<file path="config.mk">
export PLATFORM = sky130hd
export DESIGN_NAME = system_led_gpio_flat
export DESIGN_NICKNAME = d
export VERILOG_FILES = /design/src/rtl/system_led_gpio_if.sv /design/src/rtl/system_led_gpio.sv /design/src/flat_wrapper.sv
export SDC_FILE = /design/constraint.sdc
export NUM_CORES = 1
export LEC_CHECK = 0
export CORE_UTILIZATION = 55
export DETAILED_ROUTE_END_ITERATION = 8
export GPL_TIMING_DRIVEN = 0
export PLACE_DENSITY = 0.8
export SLEW_MARGIN = 20
export SYNTH_ARGS = -nofsm -noshare
export SYNTH_HDL_FRONTEND = slang
export SYNTH_SLANG_ARGS = --single-unit
</file>
<file path="constraint.sdc">
create_clock -name clk -period 2.05 [get_ports clk]
set_input_delay 0.41 -clock clk [delete_from_list [all_inputs] [get_ports clk]]
set_output_delay 0.41 -clock clk [all_outputs]
set_load 0.02 [all_outputs]
</file>
<file path="src/rtl/system_led_gpio_if.sv">
// Peripheral bus bundle shared by the SoC GPIO blocks: strobes, address,
// write payload and combinational read data.
interface system_led_gpio_if;
  logic [2:0] addr;
  logic       write;
  logic [7:0] writeData;
  logic       read;
  logic [7:0] readData;

  modport master (output addr, write, writeData, read, input readData);
  modport slave  (input addr, write, writeData, read, output readData);
endinterface

</file>
<file path="src/rtl/system_led_gpio.sv">
// Output GPIO for eight board LEDs: direct/set/clear/toggle writes plus a
// per-LED hardware blink engine driven by a prescaler and a period counter.
module system_led_gpio #(
  parameter int PRESCALE = 50000
) (
  input  logic                     clk,
  input  logic                     reset,
  system_led_gpio_if.slave         bus,
  output logic [7:0]               leds
);

  localparam logic [2:0] ADDR_VALUE  = 3'd0;
  localparam logic [2:0] ADDR_SET    = 3'd1;
  localparam logic [2:0] ADDR_CLEAR  = 3'd2;
  localparam logic [2:0] ADDR_TOGGLE = 3'd3;
  localparam logic [2:0] ADDR_MASK   = 3'd4;
  localparam logic [2:0] ADDR_PERIOD = 3'd5;
  localparam logic [2:0] ADDR_PINS   = 3'd6;

  localparam int PW = (PRESCALE > 1) ? $clog2(PRESCALE) : 1;

  logic [7:0]    value_q;
  logic [7:0]    mask_q;
  logic [7:0]    period_q;
  logic [7:0]    per_cnt;
  logic [PW-1:0] pre_cnt;
  logic          phase;
  logic          tick;
  logic          period_wr;

  assign tick      = (pre_cnt == PW'(PRESCALE - 1));
  assign period_wr = bus.write && (bus.addr == ADDR_PERIOD);

  // NOTE: every flop below is updated with <= so all registers sample the
  // same pre-edge state; blocking = here would create ordering races.
  always_ff @(posedge clk or posedge reset) begin
    if (reset) begin
      value_q  <= '0;
      mask_q   <= '0;
      period_q <= '0;
    end else if (bus.write) begin
      case (bus.addr)
        ADDR_VALUE:  value_q  <= bus.writeData;
        ADDR_SET:    value_q  <= value_q | bus.writeData;
        ADDR_CLEAR:  value_q  <= value_q & ~bus.writeData;
        ADDR_TOGGLE: value_q  <= value_q ^ bus.writeData;
        ADDR_MASK:   mask_q   <= bus.writeData;
        ADDR_PERIOD: period_q <= bus.writeData;
        default:     ;
      endcase
    end
  end

  // A PERIOD write restarts blinking from a known phase and wins over a
  // coincident tick.
  always_ff @(posedge clk or posedge reset) begin
    if (reset) begin
      pre_cnt <= '0;
      per_cnt <= '0;
      phase   <= 1'b0;
    end else if (period_wr) begin
      pre_cnt <= '0;
      per_cnt <= '0;
      phase   <= 1'b0;
    end else begin
      pre_cnt <= tick ? '0 : pre_cnt + PW'(1);
      if (tick) begin
        if (per_cnt == period_q) begin
          per_cnt <= '0;
          phase   <= ~phase;
        end else begin
          per_cnt <= per_cnt + 8'd1;
        end
      end
    end
  end

  // Driven purely from flops so the pins never glitch with bus activity.
  assign leds = value_q ^ (mask_q & {8{phase}});

  // NOTE: readData gets a default before the case so no latch is inferred
  // for unlisted addresses or when read is low.
  always_comb begin
    bus.readData = '0;
    if (bus.read) begin
      case (bus.addr)
        ADDR_VALUE:  bus.readData = value_q;
        ADDR_MASK:   bus.readData = mask_q;
        ADDR_PERIOD: bus.readData = period_q;
        ADDR_PINS:   bus.readData = leds;
        default:     bus.readData = '0;
      endcase
    end
  end

endmodule

</file>
<file path="src/flat_wrapper.sv">
// flat-port wrapper written by rule: the top's interface ports become plain ports
module system_led_gpio_flat 
#(
  parameter int PRESCALE = 50000
)
  (clk, reset, leds, bus_addr, bus_write, bus_writeData, bus_read, bus_readData);
  system_led_gpio_if bus_i ();
  input  logic clk;
  input  logic reset;
  output logic [7:0] leds;
  input wire logic [$bits(bus_i.addr)-1:0] bus_addr;
  input wire logic [$bits(bus_i.write)-1:0] bus_write;
  input wire logic [$bits(bus_i.writeData)-1:0] bus_writeData;
  input wire logic [$bits(bus_i.read)-1:0] bus_read;
  output wire logic [$bits(bus_i.readData)-1:0] bus_readData;
  assign bus_i.addr = bus_addr;
  assign bus_i.write = bus_write;
  assign bus_i.writeData = bus_writeData;
  assign bus_i.read = bus_read;
  assign bus_readData = bus_i.readData;
  system_led_gpio #(.PRESCALE(PRESCALE)) u_core (.clk(clk), .reset(reset), .bus(bus_i), .leds(leds));
endmodule
</file>
==> reports/results.txt <==
The proportion of synthesized flip-flops having asynchronous set or reset was 1.00. After detailed placement, the total cell area comes to 3520 um2. After synthesis, the netlist uses 40 different library cells.

For the worst setup path, the data required time is 1.64 ns. Synthesis produced a netlist with a net count of 358. For this block, the initial DRC count from the detailed router was 172. For the final worst setup slack, the log shows -0.0199 ns.

The average instance in the mapped netlist occupies 9.59 um2. Measured in cells, the most critical reg-to-reg path has a length of 8. Dividing the detail-routed wire length by the instance count gives 17.2 um.

The final-report hold violation count is 0, and the transition time at the pin with the least slew margin is 0.680 ns. The top-level port count came out at 31. The register clock-pin slew on the reported worst setup and hold paths came out at 0.10 ns. The path class of the tightest hold or removal check is in2async. The floorplan step set the die width to 77.3 um.

The initialized floorplan defines 27 standard-cell rows. Setup slack on the worst reg-to-reg path comes out at 0.26 ns. In this design, the stage delay of the slowest critical-path cell is 0.29 ns. On the final layout, the worst clock skew is 0.00989 ns. The wire-length estimate of the detail-placed layout is 5070 um. At the end of routability-driven placement, the weighted congestion stood at 0.801. The total overflow reported by the global router came out at 0. The worst setup path is captured at an output pin. The run gives -1.14 ns as the setup slack after placement.

The first-pass iteration count of the detailed router is 4, and the die area is 5970 um2. Based on the critical path, the design can be clocked at up to 483 MHz. The worst register-to-register path begins at u_core.pre_cnt[0]. The share of the clock period used by the worst path is 1.01. The final reports fail on setup timing.

The Yosys step of the flow raised 0 warnings. Final number of setup-violating endpoints: 1. The max-slew violation total from the final report is 0, and the post-synthesis instance area is 3120 um2. Across the VDD grid, the largest voltage drop is 0.412 mV.

Summed over all failing endpoints, the final setup total negative slack is -0.0199 ns. The design draws 2.77 mW. The clock passes through at most 2 buffers.

The tools report the terminus of the critical flop-to-flop path as u_core.pre_cnt[9]. The tools report the count of nets after finishing as 400. The run finished, with violations left. Start-to-end type of the worst setup path: in2out. The tools report the number of buffers inserted for hold repair after clock tree synthesis as 0. The slowest cell on the critical path is sky130_fd_sc_hd__dlygate4sd2_1. The first global-routing pass estimated 12400 um of wire. The highest net fanout along the worst path came out at 10. TritonCTS created 5 clock buffers. The die is 77.3 um tall. The total of flip-flops plus latches after synthesis was 49; the latest clock arrival within the worst-skew pair was 0.31 ns. The tools report the via count of the first global-routing pass as 2548. The area growth from synthesis to layout is 20.7%. The placeable core region is 5470 um2.

The most prevalent standard cell on the critical path was sky130_fd_sc_hd__buf_4. Hold timing on the final database bottoms out at a slack of 0.451 ns. The repair_antennas step left the layout with diodes totalling 0.

The analysis attributes to cell leakage a power of 1.76 nW. Total number of clock tree sinks: 49. The pin count of the biggest net entering global routing is 26, and the number of violations of the max-capacitance limit is 0.

The starting density of the core came out at 0.570. The worst max-slew margin expressed relative to the limit is 0.546. For the H-tree depth, the log shows 2. The smallest clock period supported by the final layout is computed as 2.07 ns. The count of buffers from port buffering is 29, and the total non-filler cell area in the finished layout is 3760 um2. The average via count per standard cell came out at 5.85. For the worst setup path, the data arrival time is 1.66 ns. The routed via count is 2572, and the number of antenna violations at the first check in global routing is 0. The tree is rooted in a sky130_fd_sc_hd__clkbuf_8. STA classifies the critical path startpoint as an input pin. The tools report the all-layer global routing usage as 0.266.

The synthesized design contains 0 enable-type register cells. After detailed routing, the total wire length is 7560 um. The tools report the post-synthesis instance total as 325. The share of layout cells above drive strength 1 is 0.220, and the post-detailed-route DRC marker count is 0. Power spread over the standard cell area amounts to 735 nW/um2. The top flip-flop cell by instance count after synthesis was sky130_fd_sc_hd__dfrtp_1. For the sequential element share of the synthesized area, the log shows 0.393. The tools report the number of nets with antenna violations after detailed routing as 0. Walking the worst path, the cells encountered are dlygate4sd2_1, buf_6, buf_4, nor2_1, a21oi_1, a2bb2oi_2, nor2_2, buf_4. TritonCTS built the clock tree.
[cells in the mapped netlist (2+ instances only)]
cell / n / area share
sky130_fd_sc_hd__a21oi_1: 10 / 0.016
sky130_fd_sc_hd__nand4_1: 3 / 0.0060
sky130_fd_sc_hd__o21ai_1: 5 / 0.0080
sky130_fd_sc_hd__mux4_2: 8 / 0.058
sky130_fd_sc_hd__ha_1: 18 / 0.072
sky130_fd_sc_hd__and2_1: 2 / 0.0040
sky130_fd_sc_hd__nand3_1: 6 / 0.0096
sky130_fd_sc_hd__xor2_1: 8 / 0.022
sky130_fd_sc_hd__inv_1: 27 / 0.033
sky130_fd_sc_hd__dfrtp_1: 49 / 0.39
sky130_fd_sc_hd__a2bb2oi_1: 8 / 0.022
sky130_fd_sc_hd__buf_2: 8 / 0.013
sky130_fd_sc_hd__mux2_2: 8 / 0.029
sky130_fd_sc_hd__nand2_1: 36 / 0.043
sky130_fd_sc_hd__a22o_1: 5 / 0.014
sky130_fd_sc_hd__xnor2_1: 22 / 0.062
sky130_fd_sc_hd__clkbuf_1: 2 / 0.0024
sky130_fd_sc_hd__nor2_1: 38 / 0.046
sky130_fd_sc_hd__nor3_1: 4 / 0.0064
sky130_fd_sc_hd__nor2b_1: 5 / 0.010
sky130_fd_sc_hd__and3_1: 7 / 0.014
sky130_fd_sc_hd__o21ai_0: 19 / 0.030
sky130_fd_sc_hd__and3_2: 2 / 0.0048
sky130_fd_sc_hd__mux2i_1: 9 / 0.029
[routing by layer]
metal	track usage	share of wire	vias to the layer above
li1	-	-	1183
met1	0.337	0.41	1270
met2	0.446	0.50	99
met3	0.0536	0.060	20
met4	0.104	0.025	0
met5	0	0	-
[worst max-delay path by stage]
stage                            from         endpoint  slack (ns)  cells after the start
after floorplan           bus_addr[1]  bus_readData[0]        0.18                      5
after global placement    bus_addr[0]  bus_readData[1]       -1.13                      7
after detailed placement  bus_addr[0]  bus_readData[3]       -1.14                      7
after CTS                 bus_addr[2]  bus_readData[0]        0.01                      8
after global routing      bus_addr[0]  bus_readData[5]       -0.04                      8
final                     bus_addr[0]  bus_readData[0]       -0.02                      8
[where the power goes]
group          switching, mW  leakage [nW]  internal [mW]
clock                  0.349        0.0543          0.365
sequential             0.168         0.635           1.12
combinational          0.391          1.07          0.376
[registers in the layout, summed over array words and instances, names as in the netlist]
| signal | count |
|---|---|
| u_core.pre_cnt | 16 |
| u_core.mask_q | 8 |
| u_core.per_cnt | 8 |
| u_core.period_q | 8 |
| u_core.value_q | 8 |
| u_core.phase | 1 |
[cells by family after synthesis]
family	count (synthesis)	share of synthesized area
multiplexers	25	0.116
flip-flops	49	0.393
AO/OA/AOI/OAI	50	0.0987
XOR/XNOR	30	0.0843
buffers and inverters	40	0.0550
adder cells (fa/ha/maj)	18	0.0722
AND/OR/NAND/NOR	113	0.181
[what timing repair did]
action / in CTS / in global routing
resized for setup: 59 / 28
pin swaps: 2 / 2
buffers inserted: 2 / 3
gates cloned: 1 / 0
endpoints found under the setup margin: 16 / 8
[critical path: cells and delay by family]
family                 cells  cell delay [ns]
AND/OR/NAND/NOR            2             0.12
buffers and inverters      4             0.75
AO/OA/AOI/OAI              2             0.37
[layout by cell type (no fill, tap or decap), drive strengths merged, types with 3 or more instances in the layout]
| cell | n |
|---|---|
| clkbuf | 8 |
| clkdlybuf4s50 | 11 |
| ha | 18 |
| inv | 27 |
| mux4 | 8 |
| o21ai | 25 |
| nand3 | 6 |
| a2bb2oi | 8 |
| xnor2 | 22 |
| and2 | 3 |
| mux2 | 8 |
| dfrtp | 49 |
| xor2 | 8 |
| nor2 | 39 |
| a22o | 5 |
| mux2i | 9 |
| dlygate4sd2 | 9 |
| buf | 25 |
| and3 | 9 |
| nand4 | 4 |
| nor2b | 5 |
| nor3 | 5 |
| a21oi | 10 |
| nand2 | 37 |
[area by class of cell]
class / count / area [um2]
Multi-Input combinational cell: 236 / 1810
Fill cell: 427 / 1710
Sequential cell: 49 / 1230
Timing Repair Buffer: 36 / 334
Inverter: 27 / 101
Tap cell: 72 / 90.1
Buffer: 12 / 86.3
Clock buffer: 5 / 68.8
Clock inverter: 3 / 46.3
[through the flow]
| step | instances | util |
|---|---|---|
| after floorplan | 325 | - |
| after global placement | 426 | 0.639 |
| after CTS | 437 | 0.667 |
| final | 440 | 0.688 |
| after global routing | 440 | 0.688 |
| after detailed placement | 427 | 0.643 |
Note: power is estimated with default switching activity, not from simulation.
